--- src/rtl/ysyx_22040759_idu_pkg.sv ---
// Shared definitions for the registered instruction-decode stage.
// Holds:
//   - ALU/BLU operation codes (5 bits, ALU_ADD = 0)
//   - operand/PC/writeback select codes and immediate-format selectors
//   - RV32I/RV64I opcode constants
//   - dec_ctrl_t, the packed decoded control entry carried through the stage
//   - helpers: immediate extraction (32-bit, sign-extended later) and funct3 -> ALU op mapping
package ysyx_22040759_idu_pkg;

  localparam logic [4:0] ALU_ADD   = 5'd0;
  localparam logic [4:0] ALU_SUB   = 5'd1;
  localparam logic [4:0] ALU_SLL   = 5'd2;
  localparam logic [4:0] ALU_SLT   = 5'd3;
  localparam logic [4:0] ALU_SLTU  = 5'd4;
  localparam logic [4:0] ALU_XOR   = 5'd5;
  localparam logic [4:0] ALU_SRL   = 5'd6;
  localparam logic [4:0] ALU_SRA   = 5'd7;
  localparam logic [4:0] ALU_OR    = 5'd8;
  localparam logic [4:0] ALU_AND   = 5'd9;
  localparam logic [4:0] ALU_ADDW  = 5'd10;
  localparam logic [4:0] ALU_SUBW  = 5'd11;
  localparam logic [4:0] ALU_SLLW  = 5'd12;
  localparam logic [4:0] ALU_SRLW  = 5'd13;
  localparam logic [4:0] ALU_SRAW  = 5'd14;
  localparam logic [4:0] ALU_MUL   = 5'd15;
  localparam logic [4:0] ALU_MULH  = 5'd16;
  localparam logic [4:0] ALU_MULHU = 5'd17;
  localparam logic [4:0] ALU_DIV   = 5'd18;
  localparam logic [4:0] ALU_DIVU  = 5'd19;
  localparam logic [4:0] ALU_REM   = 5'd20;
  localparam logic [4:0] ALU_REMU  = 5'd21;
  localparam logic [4:0] ALU_MULW  = 5'd22;
  localparam logic [4:0] ALU_DIVW  = 5'd23;
  localparam logic [4:0] ALU_DIVUW = 5'd24;
  localparam logic [4:0] ALU_REMW  = 5'd25;
  localparam logic [4:0] ALU_REMUW = 5'd26;
  localparam logic [4:0] BLU_BEQ   = 5'd27;
  localparam logic [4:0] BLU_BNE   = 5'd28;
  localparam logic [4:0] BLU_BLT   = 5'd29;
  localparam logic [4:0] BLU_BGE   = 5'd30;

  localparam logic [1:0] A_SEL_ZERO = 2'd0;
  localparam logic [1:0] A_SEL_REG  = 2'd1;
  localparam logic [1:0] A_SEL_PC   = 2'd2;

  localparam logic [1:0] B_SEL_REG = 2'd0;
  localparam logic [1:0] B_SEL_IMM = 2'd1;

  localparam logic [1:0] PC_SEL_SEQ = 2'd0;
  localparam logic [1:0] PC_SEL_ALU = 2'd1;
  localparam logic [1:0] PC_SEL_BLU = 2'd2;

  localparam logic [1:0] WREG_SEL_ALU = 2'd0;
  localparam logic [1:0] WREG_SEL_PC  = 2'd1;
  localparam logic [1:0] WREG_SEL_RAM = 2'd2;

  localparam logic [2:0] IMM_R = 3'd0;
  localparam logic [2:0] IMM_I = 3'd1;
  localparam logic [2:0] IMM_S = 3'd2;
  localparam logic [2:0] IMM_B = 3'd3;
  localparam logic [2:0] IMM_U = 3'd4;
  localparam logic [2:0] IMM_J = 3'd5;

  localparam logic [6:0] OPC_LUI       = 7'b0110111;
  localparam logic [6:0] OPC_AUIPC     = 7'b0010111;
  localparam logic [6:0] OPC_JAL       = 7'b1101111;
  localparam logic [6:0] OPC_JALR      = 7'b1100111;
  localparam logic [6:0] OPC_BRANCH    = 7'b1100011;
  localparam logic [6:0] OPC_LOAD      = 7'b0000011;
  localparam logic [6:0] OPC_STORE     = 7'b0100011;
  localparam logic [6:0] OPC_OP_IMM    = 7'b0010011;
  localparam logic [6:0] OPC_OP_IMM_32 = 7'b0011011;
  localparam logic [6:0] OPC_OP        = 7'b0110011;
  localparam logic [6:0] OPC_OP_32     = 7'b0111011;
  localparam logic [6:0] OPC_SYSTEM    = 7'b1110011;

  localparam logic [31:0] INST_EBREAK = 32'h0010_0073;

  typedef struct packed {
    logic [4:0] rs1;
    logic [4:0] rs2;
    logic [4:0] rd;
    logic [2:0] func3;
    logic [4:0] alu_sel;
    logic [1:0] a_sel;
    logic [1:0] b_sel;
    logic [1:0] pc_sel;
    logic [1:0] wreg_sel;
    logic       reg_wen;
    logic       mem_wen;
    logic       mem_ren;
    logic       illegal;
    logic       ebreak;
  } dec_ctrl_t;

  // 32-bit sign-extended immediate; the decoder widens it to XLEN.
  function automatic logic [31:0] imm_ext32(input logic [31:0] inst, input logic [2:0] sel);
    logic [31:0] imm;
    imm = '0;
    case (sel)
      IMM_I:   imm = {{20{inst[31]}}, inst[31:20]};
      IMM_S:   imm = {{20{inst[31]}}, inst[31:25], inst[11:7]};
      IMM_B:   imm = {{19{inst[31]}}, inst[31], inst[7], inst[30:25], inst[11:8], 1'b0};
      IMM_U:   imm = {inst[31:12], 12'b0};
      IMM_J:   imm = {{11{inst[31]}}, inst[31], inst[19:12], inst[20], inst[30:21], 1'b0};
      default: imm = '0;
    endcase
    return imm;
  endfunction

  // Shared OP / OP-IMM funct3 mapping; alt selects SUB/SRA.
  function automatic logic [4:0] alu_from_f3(input logic [2:0] f3, input logic alt);
    logic [4:0] op;
    case (f3)
      3'b000:  op = alt ? ALU_SUB : ALU_ADD;
      3'b001:  op = ALU_SLL;
      3'b010:  op = ALU_SLT;
      3'b011:  op = ALU_SLTU;
      3'b100:  op = ALU_XOR;
      3'b101:  op = alt ? ALU_SRA : ALU_SRL;
      3'b110:  op = ALU_OR;
      default: op = ALU_AND;
    endcase
    return op;
  endfunction

endpackage

--- src/rtl/ysyx_22040759_idu_pipe_if.sv ---
// Handshake bundle between IFU, the decode stage and EXU.
//   in_*  : IFU -> stage instruction offer (valid/ready), plus flush
//   out_* : stage -> EXU decoded entry (valid/ready)
// Modports: master = IFU/EXU side (drives in_*, flush, out_ready),
//           slave  = decode stage.
interface ysyx_22040759_idu_pipe_if #(
  parameter int unsigned XLEN = 64
);
  logic            in_valid;
  logic            in_ready;
  logic [31:0]     in_inst;
  logic [XLEN-1:0] in_pc;
  logic            flush;
  logic            out_valid;
  logic            out_ready;
  logic [XLEN-1:0] out_pc;
  logic [XLEN-1:0] out_imm;
  logic [4:0]      out_rs1;
  logic [4:0]      out_rs2;
  logic [4:0]      out_rd;
  logic [2:0]      out_func3;
  logic [4:0]      out_alu_sel;
  logic [1:0]      out_alu_a_sel;
  logic [1:0]      out_alu_b_sel;
  logic [1:0]      out_pc_sel;
  logic [1:0]      out_wreg_sel;
  logic            out_reg_wen;
  logic            out_mem_wen;
  logic            out_mem_ren;
  logic            out_illegal;
  logic            out_ebreak;

  modport master (
    output in_valid, in_inst, in_pc, flush, out_ready,
    input  in_ready, out_valid, out_pc, out_imm, out_rs1, out_rs2, out_rd, out_func3,
    input  out_alu_sel, out_alu_a_sel, out_alu_b_sel, out_pc_sel, out_wreg_sel,
    input  out_reg_wen, out_mem_wen, out_mem_ren, out_illegal, out_ebreak
  );

  modport slave (
    input  in_valid, in_inst, in_pc, flush, out_ready,
    output in_ready, out_valid, out_pc, out_imm, out_rs1, out_rs2, out_rd, out_func3,
    output out_alu_sel, out_alu_a_sel, out_alu_b_sel, out_pc_sel, out_wreg_sel,
    output out_reg_wen, out_mem_wen, out_mem_ren, out_illegal, out_ebreak
  );
endinterface

--- src/rtl/ysyx_22040759_idu_dec.sv ---
// Purely combinational RV32I/RV64I instruction decoder.
//   inst_i : instruction word
//   ctrl_o : decoded control entry (register fields, ALU/select codes, enables, flags)
//   imm_o  : selected immediate sign-extended to XLEN (zero for illegal encodings)
// Optional macro YSYX_22040759_MEXT_EN enables M-extension decode; without it every
// funct7 = 0000001 OP/OP-32 encoding is illegal.
module ysyx_22040759_idu_dec
  import ysyx_22040759_idu_pkg::*;
#(
  parameter int unsigned XLEN = 64
) (
  input  logic [31:0]     inst_i,
  output dec_ctrl_t       ctrl_o,
  output logic [XLEN-1:0] imm_o
);

  localparam bit Rv64 = (XLEN == 64);

  logic [6:0] opcode;
  logic [6:0] funct7;
  logic [2:0] f3;
  logic [2:0] imm_sel;
  logic       legal;
  logic       shamt_ok;
  dec_ctrl_t  c;

  always_comb begin
    opcode   = inst_i[6:0];
    funct7   = inst_i[31:25];
    f3       = inst_i[14:12];
    // inst[25] is shamt[5]: only meaningful on RV64
    shamt_ok = Rv64 || !inst_i[25];
    c        = '0;
    c.rs1    = inst_i[19:15];
    c.rs2    = inst_i[24:20];
    c.rd     = inst_i[11:7];
    c.func3  = f3;
    legal    = 1'b0;
    imm_sel  = IMM_R;

    case (opcode)
      OPC_LUI: begin
        legal = 1'b1; imm_sel = IMM_U; c.a_sel = A_SEL_ZERO; c.b_sel = B_SEL_IMM;
        c.reg_wen = 1'b1;
      end
      OPC_AUIPC: begin
        legal = 1'b1; imm_sel = IMM_U; c.a_sel = A_SEL_PC; c.b_sel = B_SEL_IMM;
        c.reg_wen = 1'b1;
      end
      OPC_JAL: begin
        legal = 1'b1; imm_sel = IMM_J; c.a_sel = A_SEL_PC; c.b_sel = B_SEL_IMM;
        c.pc_sel = PC_SEL_ALU; c.wreg_sel = WREG_SEL_PC; c.reg_wen = 1'b1;
      end
      OPC_JALR: begin
        legal = (f3 == 3'b000); imm_sel = IMM_I; c.a_sel = A_SEL_REG; c.b_sel = B_SEL_IMM;
        c.pc_sel = PC_SEL_ALU; c.wreg_sel = WREG_SEL_PC; c.reg_wen = 1'b1;
      end
      OPC_BRANCH: begin
        legal = 1'b1; imm_sel = IMM_B; c.a_sel = A_SEL_REG; c.b_sel = B_SEL_REG;
        c.pc_sel = PC_SEL_BLU;
        case (f3)
          3'b000:  c.alu_sel = BLU_BEQ;
          3'b001:  c.alu_sel = BLU_BNE;
          3'b100:  c.alu_sel = BLU_BLT;
          3'b101:  c.alu_sel = BLU_BGE;
          default: legal = 1'b0;
        endcase
      end
      OPC_LOAD: begin
        imm_sel = IMM_I; c.a_sel = A_SEL_REG; c.b_sel = B_SEL_IMM; c.mem_ren = 1'b1;
        c.wreg_sel = WREG_SEL_RAM; c.reg_wen = 1'b1;
        legal = (f3 inside {3'b000, 3'b001, 3'b010, 3'b100, 3'b101}) ||
                (Rv64 && (f3 inside {3'b011, 3'b110}));
      end
      OPC_STORE: begin
        imm_sel = IMM_S; c.a_sel = A_SEL_REG; c.b_sel = B_SEL_IMM; c.mem_wen = 1'b1;
        legal = (f3 inside {3'b000, 3'b001, 3'b010}) || (Rv64 && (f3 == 3'b011));
      end
      OPC_OP_IMM: begin
        imm_sel = IMM_I; c.a_sel = A_SEL_REG; c.b_sel = B_SEL_IMM; c.reg_wen = 1'b1;
        c.alu_sel = alu_from_f3(f3, (f3 == 3'b101) && inst_i[30]);
        case (f3)
          3'b001:  legal = (inst_i[31:26] == 6'b000000) && shamt_ok;
          3'b101:  legal = ({inst_i[31], inst_i[29:26]} == 5'b00000) && shamt_ok;
          default: legal = 1'b1;
        endcase
      end
      OPC_OP_IMM_32: begin
        imm_sel = IMM_I; c.a_sel = A_SEL_REG; c.b_sel = B_SEL_IMM; c.reg_wen = 1'b1;
        case (f3)
          3'b000: begin legal = Rv64; c.alu_sel = ALU_ADDW; end
          3'b001: begin legal = Rv64 && (funct7 == 7'b0000000); c.alu_sel = ALU_SLLW; end
          3'b101: begin
            legal     = Rv64 && ((funct7 == 7'b0000000) || (funct7 == 7'b0100000));
            c.alu_sel = inst_i[30] ? ALU_SRAW : ALU_SRLW;
          end
          default: legal = 1'b0;
        endcase
      end
      OPC_OP: begin
        c.a_sel = A_SEL_REG; c.b_sel = B_SEL_REG; c.reg_wen = 1'b1;
        case (funct7)
          7'b0000000: begin legal = 1'b1; c.alu_sel = alu_from_f3(f3, 1'b0); end
          7'b0100000: begin
            legal = (f3 == 3'b000) || (f3 == 3'b101); c.alu_sel = alu_from_f3(f3, 1'b1);
          end
`ifdef YSYX_22040759_MEXT_EN
          7'b0000001: begin
            legal = 1'b1;
            case (f3)
              3'b000:  c.alu_sel = ALU_MUL;
              3'b001:  c.alu_sel = ALU_MULH;
              3'b011:  c.alu_sel = ALU_MULHU;
              3'b100:  c.alu_sel = ALU_DIV;
              3'b101:  c.alu_sel = ALU_DIVU;
              3'b110:  c.alu_sel = ALU_REM;
              3'b111:  c.alu_sel = ALU_REMU;
              default: legal = 1'b0;
            endcase
          end
`endif
          default: legal = 1'b0;
        endcase
      end
      OPC_OP_32: begin
        c.a_sel = A_SEL_REG; c.b_sel = B_SEL_REG; c.reg_wen = 1'b1;
        case ({funct7, f3})
          {7'b0000000, 3'b000}: begin legal = Rv64; c.alu_sel = ALU_ADDW; end
          {7'b0000000, 3'b001}: begin legal = Rv64; c.alu_sel = ALU_SLLW; end
          {7'b0000000, 3'b101}: begin legal = Rv64; c.alu_sel = ALU_SRLW; end
          {7'b0100000, 3'b000}: begin legal = Rv64; c.alu_sel = ALU_SUBW; end
          {7'b0100000, 3'b101}: begin legal = Rv64; c.alu_sel = ALU_SRAW; end
`ifdef YSYX_22040759_MEXT_EN
          {7'b0000001, 3'b000}: begin legal = Rv64; c.alu_sel = ALU_MULW; end
          {7'b0000001, 3'b100}: begin legal = Rv64; c.alu_sel = ALU_DIVW; end
          {7'b0000001, 3'b101}: begin legal = Rv64; c.alu_sel = ALU_DIVUW; end
          {7'b0000001, 3'b110}: begin legal = Rv64; c.alu_sel = ALU_REMW; end
          {7'b0000001, 3'b111}: begin legal = Rv64; c.alu_sel = ALU_REMUW; end
`endif
          default: legal = 1'b0;
        endcase
      end
      OPC_SYSTEM: begin
        legal    = (inst_i == INST_EBREAK);
        c.ebreak = legal;
      end
      default: legal = 1'b0;
    endcase

    if (!legal) begin
      c.alu_sel  = '0;
      c.a_sel    = '0;
      c.b_sel    = '0;
      c.pc_sel   = '0;
      c.wreg_sel = '0;
      c.reg_wen  = 1'b0;
      c.mem_wen  = 1'b0;
      c.mem_ren  = 1'b0;
      c.illegal  = 1'b1;
    end
    if (c.rd == 5'd0) c.reg_wen = 1'b0;

    ctrl_o = c;
    imm_o  = legal ? XLEN'($signed(imm_ext32(inst_i, imm_sel))) : '0;
  end

endmodule

--- src/rtl/ysyx_22040759_idu_pipe.sv ---
// Registered, handshaked decode stage with a 2-entry (main + skid) buffer.
//   clk, rst : clock and synchronous active-high reset
//   bus      : slave side of ysyx_22040759_idu_pipe_if (in_* offer, flush, out_* entry)
//   dec_cnt  : number of entries transferred out (wraps)
// Outputs come only from the main entry; in_ready = !skid_valid so a full skid is the only
// back-pressure source. flush invalidates both entries and drops the offered input.
// Macro YSYX_22040759_MEXT_EN (see decoder) enables M-extension decode.
module ysyx_22040759_idu_pipe
  import ysyx_22040759_idu_pkg::*;
#(
  parameter int unsigned XLEN  = 64,
  parameter int unsigned CNT_W = 32
) (
  input  logic                         clk,
  input  logic                         rst,
  ysyx_22040759_idu_pipe_if.slave      bus,
  output logic [CNT_W-1:0]             dec_cnt
);

  typedef struct packed {
    logic [XLEN-1:0] pc;
    logic [XLEN-1:0] imm;
    dec_ctrl_t       ctrl;
  } entry_t;

  entry_t          dec_entry;
  dec_ctrl_t       dec_ctrl;
  logic [XLEN-1:0] dec_imm;

  entry_t          main_q, main_d, skid_q, skid_d;
  logic            main_valid_q, main_valid_d;
  logic            skid_valid_q, skid_valid_d;
  logic [CNT_W-1:0] cnt_q, cnt_d;
  logic            in_fire, out_fire;

  ysyx_22040759_idu_dec #(
    .XLEN (XLEN)
  ) u_dec (
    .inst_i (bus.in_inst),
    .ctrl_o (dec_ctrl),
    .imm_o  (dec_imm)
  );

  always_comb begin
    dec_entry    = '{pc: bus.in_pc, imm: dec_imm, ctrl: dec_ctrl};
    in_fire      = bus.in_valid && !skid_valid_q;
    out_fire     = main_valid_q && bus.out_ready;
    main_d       = main_q;
    main_valid_d = main_valid_q;
    skid_d       = skid_q;
    skid_valid_d = skid_valid_q;
    cnt_d        = cnt_q;

    if (bus.flush) begin
      // Payload is left as-is; only validity is dropped.
      main_valid_d = 1'b0;
      skid_valid_d = 1'b0;
    end else begin
      if (out_fire) cnt_d = cnt_q + 1'b1;
      if (out_fire || !main_valid_q) begin
        // Main is free this cycle; skid (older) wins over a new input. in_fire cannot
        // coincide with a valid skid since in_ready is low then.
        if (skid_valid_q) begin
          main_d       = skid_q;
          main_valid_d = 1'b1;
          skid_valid_d = 1'b0;
        end else if (in_fire) begin
          main_d       = dec_entry;
          main_valid_d = 1'b1;
        end else begin
          main_valid_d = 1'b0;
        end
      end else if (in_fire) begin
        skid_d       = dec_entry;
        skid_valid_d = 1'b1;
      end
    end
  end

  always_ff @(posedge clk) begin
    if (rst) begin
      main_q       <= '0;
      skid_q       <= '0;
      main_valid_q <= 1'b0;
      skid_valid_q <= 1'b0;
      cnt_q        <= '0;
    end else begin
      main_q       <= main_d;
      skid_q       <= skid_d;
      main_valid_q <= main_valid_d;
      skid_valid_q <= skid_valid_d;
      cnt_q        <= cnt_d;
    end
  end

  assign bus.in_ready      = !skid_valid_q;
  assign bus.out_valid     = main_valid_q;
  assign bus.out_pc        = main_q.pc;
  assign bus.out_imm       = main_q.imm;
  assign bus.out_rs1       = main_q.ctrl.rs1;
  assign bus.out_rs2       = main_q.ctrl.rs2;
  assign bus.out_rd        = main_q.ctrl.rd;
  assign bus.out_func3     = main_q.ctrl.func3;
  assign bus.out_alu_sel   = main_q.ctrl.alu_sel;
  assign bus.out_alu_a_sel = main_q.ctrl.a_sel;
  assign bus.out_alu_b_sel = main_q.ctrl.b_sel;
  assign bus.out_pc_sel    = main_q.ctrl.pc_sel;
  assign bus.out_wreg_sel  = main_q.ctrl.wreg_sel;
  assign bus.out_reg_wen   = main_q.ctrl.reg_wen;
  assign bus.out_mem_wen   = main_q.ctrl.mem_wen;
  assign bus.out_mem_ren   = main_q.ctrl.mem_ren;
  assign bus.out_illegal   = main_q.ctrl.illegal;
  assign bus.out_ebreak    = main_q.ctrl.ebreak;
  assign dec_cnt           = cnt_q;

endmodule

--- src/flat_wrapper.sv ---
// flat-port wrapper written by rule: the top's interface ports become plain ports
module ysyx_22040759_idu_pipe_flat import ysyx_22040759_idu_pkg::*;
#(
  parameter int unsigned XLEN  = 64,
  parameter int unsigned CNT_W = 32
)
  (clk, rst, dec_cnt, bus_in_valid, bus_in_inst, bus_in_pc, bus_flush, bus_out_ready, bus_in_ready, bus_out_valid, bus_out_pc, bus_out_imm, bus_out_rs1, bus_out_rs2, bus_out_rd, bus_out_func3, bus_out_alu_sel, bus_out_alu_a_sel, bus_out_alu_b_sel, bus_out_pc_sel, bus_out_wreg_sel, bus_out_reg_wen, bus_out_mem_wen, bus_out_mem_ren, bus_out_illegal, bus_out_ebreak);
  ysyx_22040759_idu_pipe_if #(.XLEN(XLEN)) bus_i ();
  input  logic clk;
  input  logic rst;
  output logic [CNT_W-1:0] dec_cnt;
  input wire logic [$bits(bus_i.in_valid)-1:0] bus_in_valid;
  input wire logic [$bits(bus_i.in_inst)-1:0] bus_in_inst;
  input wire logic [$bits(bus_i.in_pc)-1:0] bus_in_pc;
  input wire logic [$bits(bus_i.flush)-1:0] bus_flush;
  input wire logic [$bits(bus_i.out_ready)-1:0] bus_out_ready;
  output wire logic [$bits(bus_i.in_ready)-1:0] bus_in_ready;
  output wire logic [$bits(bus_i.out_valid)-1:0] bus_out_valid;
  output wire logic [$bits(bus_i.out_pc)-1:0] bus_out_pc;
  output wire logic [$bits(bus_i.out_imm)-1:0] bus_out_imm;
  output wire logic [$bits(bus_i.out_rs1)-1:0] bus_out_rs1;
  output wire logic [$bits(bus_i.out_rs2)-1:0] bus_out_rs2;
  output wire logic [$bits(bus_i.out_rd)-1:0] bus_out_rd;
  output wire logic [$bits(bus_i.out_func3)-1:0] bus_out_func3;
  output wire logic [$bits(bus_i.out_alu_sel)-1:0] bus_out_alu_sel;
  output wire logic [$bits(bus_i.out_alu_a_sel)-1:0] bus_out_alu_a_sel;
  output wire logic [$bits(bus_i.out_alu_b_sel)-1:0] bus_out_alu_b_sel;
  output wire logic [$bits(bus_i.out_pc_sel)-1:0] bus_out_pc_sel;
  output wire logic [$bits(bus_i.out_wreg_sel)-1:0] bus_out_wreg_sel;
  output wire logic [$bits(bus_i.out_reg_wen)-1:0] bus_out_reg_wen;
  output wire logic [$bits(bus_i.out_mem_wen)-1:0] bus_out_mem_wen;
  output wire logic [$bits(bus_i.out_mem_ren)-1:0] bus_out_mem_ren;
  output wire logic [$bits(bus_i.out_illegal)-1:0] bus_out_illegal;
  output wire logic [$bits(bus_i.out_ebreak)-1:0] bus_out_ebreak;
  assign bus_i.in_valid = bus_in_valid;
  assign bus_i.in_inst = bus_in_inst;
  assign bus_i.in_pc = bus_in_pc;
  assign bus_i.flush = bus_flush;
  assign bus_i.out_ready = bus_out_ready;
  assign bus_in_ready = bus_i.in_ready;
  assign bus_out_valid = bus_i.out_valid;
  assign bus_out_pc = bus_i.out_pc;
  assign bus_out_imm = bus_i.out_imm;
  assign bus_out_rs1 = bus_i.out_rs1;
  assign bus_out_rs2 = bus_i.out_rs2;
  assign bus_out_rd = bus_i.out_rd;
  assign bus_out_func3 = bus_i.out_func3;
  assign bus_out_alu_sel = bus_i.out_alu_sel;
  assign bus_out_alu_a_sel = bus_i.out_alu_a_sel;
  assign bus_out_alu_b_sel = bus_i.out_alu_b_sel;
  assign bus_out_pc_sel = bus_i.out_pc_sel;
  assign bus_out_wreg_sel = bus_i.out_wreg_sel;
  assign bus_out_reg_wen = bus_i.out_reg_wen;
  assign bus_out_mem_wen = bus_i.out_mem_wen;
  assign bus_out_mem_ren = bus_i.out_mem_ren;
  assign bus_out_illegal = bus_i.out_illegal;
  assign bus_out_ebreak = bus_i.out_ebreak;
  ysyx_22040759_idu_pipe #(.XLEN(XLEN), .CNT_W(CNT_W)) u_core (.clk(clk), .rst(rst), .bus(bus_i), .dec_cnt(dec_cnt));
endmodule
--- config.mk ---
export PLATFORM = sky130hd
export DESIGN_NAME = ysyx_22040759_idu_pipe_flat
export DESIGN_NICKNAME = d
export VERILOG_FILES = /design/src/rtl/ysyx_22040759_idu_pkg.sv /design/src/rtl/ysyx_22040759_idu_pipe_if.sv /design/src/rtl/ysyx_22040759_idu_dec.sv /design/src/rtl/ysyx_22040759_idu_pipe.sv /design/src/flat_wrapper.sv
export SDC_FILE = /design/constraint.sdc
export NUM_CORES = 1
export LEC_CHECK = 0
export BUFFER_PORTS_ARGS = -buffer_cell sky130_fd_sc_hd__buf_2
export CAP_MARGIN = 5
export CORE_MARGIN = 2
export CORE_UTILIZATION = 56
export DETAILED_ROUTE_END_ITERATION = 8
export GPL_TIMING_DRIVEN = 0
export PLACE_DENSITY = 0.92
export REMOVE_ABC_BUFFERS = 1
export SLEW_MARGIN = 20
export SYNTH_ARGS = -nofsm -noshare
export SYNTH_HDL_FRONTEND = slang
export SYNTH_HIERARCHICAL = 1
export SYNTH_SLANG_ARGS = --single-unit
--- constraint.sdc ---
create_clock -name clk -period 4.4 [get_ports clk]
set_input_delay 0.66 -clock clk [delete_from_list [all_inputs] [get_ports clk]]
set_output_delay 0.66 -clock clk [all_outputs]
set_load 0.02 [all_outputs]
==> metrics.csv <==
stage,metric,value,unit
layout,drive_gt1_share,20.57,%
global_route,grt_pass1_vias,13900,
layout,seqCellArea,7251,µm²
cts,cts_setup_buffers,0,
power_and_ir_drop,irDropWorstVdd,0.2943,mV
global_route,grt_pass1_wl,67290,µm
detailed_routing,drc,0,
synthesis,synth_area,15870,µm²
detailed_routing,drt_pass1_iterations,6,
timing,relSlewSlack,46.12,%
hold_path,min_to,u_core/skid_q[137],
timing,max_freq,0.2605,GHz
timing,maxSlewViolCount,0,
synthesis,synth_cells,1908,
global_route,antenna_found_initial,6,
timing,rsz0062_at_grt,false,
die,ioPinCount,299,
power_and_ir_drop,switchingPower,0.001813,W
synthesis,synth_top_area_share,45.66,%
hold_path,hp-class,input pin to flip-flop,
place,place.gp.congestion,0.8650,
global_route,track_usage,27.52,%
timing,final.period_utilization,87.26,%
detailed_routing,routed-via-count,14770,
place,numPortBuffers,298,
cts,cts.reportedPaths.clkPinSlew,0.06,ns
detailed_routing,drt-total-wl,43050,µm
worst_setup_path,r2r_start,u_core/skid_valid_q,
worst_setup_path,reg2reg_to,u_core/bus.out_imm[30],
synthesis,ys_warn_count,6,
synthesis,synth_edf_count,0,
die,fp.dieW,172.4,µm
die,core.rowCount,61,
hold_path,min_from,bus_in_pc[37],
power_and_ir_drop,p_int,0.005825,W
cts,holdBufCountCts,0,
timing,finalWorstSetupSlack,0.5607,ns
cts,clk_latency,0.52,ns
cts,numCtsBuffers,38,
synthesis,yosysUniqueCellTypes,62,
cts,cts_tree,yes,
cts,htree_levels,2,
timing,fin_skew,0.01476,ns
layout,multiInputGateArea,7606,µm²
synthesis,ys_seq_area_share,45.66,%
synthesis,async_flop_share,0,%
detailed_routing,wire_per_inst,17.21,µm
power_and_ir_drop,sw_frac_of_total,23.74,%
layout,fill_cells,2071,
power_and_ir_drop,p_per_area,405.7,nW/µm²
global_route,grt_max_degree,135,
worst_setup_path,reg2regPathDepth,13,
layout,layout.nets,2193,
die,die_area,29710,µm²
die,die_h,172.4,µm
cts,cts_max_path_buffers,3,
power_and_ir_drop,share_comb_of_total_power,9.2,%
timing,period_needed,3.839,ns
worst_setup_path,critPathArrivalTime,4.26,ns
worst_setup_path,worstPathRequired,4.82,ns
die,initial_core_util,56.98,%
synthesis,synth.area.top_cells,"dfxtp_1, mux2i_1, nand2_1",
layout,area_delta_synth_final,18.60,%
hold_path,holdPathStages,3,
flow_run,max_cap_viol_count,0,
timing,fin_hold_ws,0.3946,ns
synthesis,yosysTopAreaCell,dfxtp_1,
synthesis,ys.flop_type,dfxtp_1,
worst_setup_path,path_max_fanout,38,
cts,cts-resized-gates,0,
place,dp_slack,0.4267,ns
worst_setup_path,ff2ff_setup_slack,0.56,ns
cts,cts_root_buffer,clkbuf_16,
timing,hold_violations,0,
synthesis,ys_ff_latch,362,
power_and_ir_drop,power.leakage,6.780,nW
timing,tightest_slew,0.8065,ns
detailed_routing,drt_iter0_markers,1333,
detailed_routing,ant_nets,0,
worst_setup_path,criticalPathCategory,flip-flop to flip-flop,
status,status,"finished, final reports clean",
layout,fin_util,67.57,%
detailed_routing,vias_per_cell,5.902,
worst_setup_path,startpoint_type,flip-flop,
global_route,grt-ovfl-total,0,
power_and_ir_drop,pwr-share-seq,45.0,%
cts,cts.sinks,362,
die,core_area,27860,µm²
power_and_ir_drop,clkPwrFrac,45.8,%
timing,final-setup-viol-count,0,
synthesis,syn_avg_cell_area,8.319,µm²
place,post-dp-hpwl,28550,µm
worst_setup_path,endpoint_kind,flip-flop,
logic make-up after synthesis:
kind of cell               Yosys count  share of synthesized area (%)
and+or+nand+nor                    712                          19.27
AOI/OAI and AO/OA                  435                          17.22
DFF                                362                          45.66
buffers and inverters              219                          6.598
muxes                              167                          10.55
xor gates and xnor gates            11                         0.6070
adders and majority gates            1                        0.07881
other                                1                        0.02363
area by class of cell:
| class | count | area share, % |
|---|---|---|
| Antenna cell | 4 | 0.05317 |
| Clock buffer | 59 | 6.507 |
| Clock inverter | 10 | 0.9305 |
| Inverter | 6 | 0.1196 |
| Multi-Input combinational cell | 1327 | 40.41 |
| Sequential cell | 362 | 38.52 |
| Tap cell | 378 | 2.512 |
| Timing Repair Buffer | 356 | 10.95 |
metrics by stage:
stage / setup TNS, ns / instances / cell area [µm²] / power, W
2_1_floorplan: -5346.48 / 1695 / 14850 / 0.003967
3_3_place_gp: - / 2371 / 16810 / 0.004311
3_5_place_dp: 0 / 2429 / 17410 / 0.004193
4_1_cts: 0 / 2498 / 18810 / 0.007678
5_1_grt: 0 / 2500 / 18820 / 0.007904
6_report: 0 / 2502 / 18820 / 0.007638
critical path, stage by stage (launching register included):
cell,delay (ns)
dfxtp_4,0.58
buf_16,0.29
nor2_1,0.13
nor3_2,0.60
buf_4,0.33
buf_4,0.22
buf_4,0.22
buf_4,0.22
buf_4,0.21
buf_4,0.21
buf_4,0.22
buf_4,0.20
nor2_1,0.06
a211oi_1,0.23
layer usage:
| metal | GRT usage (%) | vias up | part of all wire, % |
|---|---|---|---|
| met4 | 14.87 | 2 | 4.3 |
| met2 | 45.81 | 708 | 48 |
| met5 | 0 | - | 0.030 |
| li1 | - | 6966 | - |
| met1 | 32.01 | 6944 | 39 |
| met3 | 7.874 | 147 | 8.6 |
Yosys cell counts (3+ instances only):
cell,n
a2111oi_0,3
a211oi_1,166
a21o_1,3
a21oi_1,209
a22oi_1,5
a31oi_1,5
a32oi_1,3
and3_1,7
and4_1,5
buf_1,11
buf_2,6
buf_4,52
buf_6,3
clkbuf_1,141
dfxtp_1,362
inv_1,6
mux2i_1,165
nand2_1,383
nand2b_1,4
nand3_1,14
nand3b_1,4
nand4_1,11
nand4b_1,3
nor2_1,203
nor2b_1,7
nor3_1,15
nor3b_1,4
nor4_1,7
nor4b_1,5
o21ai_0,11
o31ai_1,16
or3_1,10
or4_1,16
xnor2_1,3
xor2_1,8
how the worst max path moves through the flow:
stage	start	to	slack (ns)	cells after the start
6_report	u_core/skid_valid_q	u_core/bus.out_imm[30]	0.56	13
5_1_grt	u_core/skid_valid_q	u_core/bus.out_imm[30]	0.30	13
4_1_cts	u_core/skid_valid_q	u_core/bus.out_imm[30]	0.62	13
3_5_place_dp	bus_in_inst[6]	u_core/bus.out_imm[48]	0.43	10
3_3_place_gp	u_core/skid_valid_q	u_core/skid_q[121]	-33.86	3
2_1_floorplan	u_core/skid_valid_q	u_core/bus.out_alu_a_sel[0]	-18.85	3
cell usage in the layout, fill, tap and decap left out, types with 5 or more instances in the layout:
master | Yosys | final
clkbuf_1 | 141 | 6
a211oi_1 | 166 | 166
inv_1 | 6 | 6
clkbuf_16 | 0 | 42
nand3_1 | 14 | 14
nor4_1 | 7 | 7
or4_1 | 16 | 16
o21ai_0 | 11 | 11
clkinv_2 | 0 | 5
or3_1 | 10 | 10
a31oi_1 | 5 | 5
dfxtp_1 | 362 | 361
nor2_1 | 203 | 202
buf_16 | 0 | 7
buf_4 | 52 | 28
and3_1 | 7 | 7
bufinv_16 | 0 | 5
clkbuf_8 | 0 | 11
nand4_1 | 11 | 11
o31ai_1 | 16 | 16
nor3_1 | 15 | 13
a21oi_1 | 209 | 209
buf_2 | 6 | 316
xor2_1 | 8 | 8
nand2_1 | 383 | 383
nor2b_1 | 7 | 7
and4_1 | 5 | 5
a22oi_1 | 5 | 5
mux2i_1 | 165 | 165
registers in the layout, summed over array words and instances, names as in the netlist, 2 cells and up:
register and flops:
u_core/bus.out_alu_a_sel 2, u_core/bus.out_alu_b_sel 2, u_core/bus.out_alu_sel 5, u_core/bus.out_func3 3, u_core/bus.out_imm 64, u_core/bus.out_pc 64
u_core/bus.out_pc_sel 2, u_core/bus.out_rd 5, u_core/bus.out_rs1 5, u_core/bus.out_rs2 5, u_core/bus.out_wreg_sel 2, u_core/dec_cnt 32
u_core/skid_q 164
power groups by stage:
stage	combinational [W]	clock, W	sequential (W)
6_report	0.000699	0.00350	0.00344
5_1_grt	0.000756	0.00370	0.00345
4_1_cts	0.000690	0.00355	0.00344
3_5_place_dp	0.000685	0	0.00351
3_3_place_gp	0.000798	0	0.00351
2_1_floorplan	0.000334	0	0.00363
Note: power is estimated with default switching activity, not from simulation.
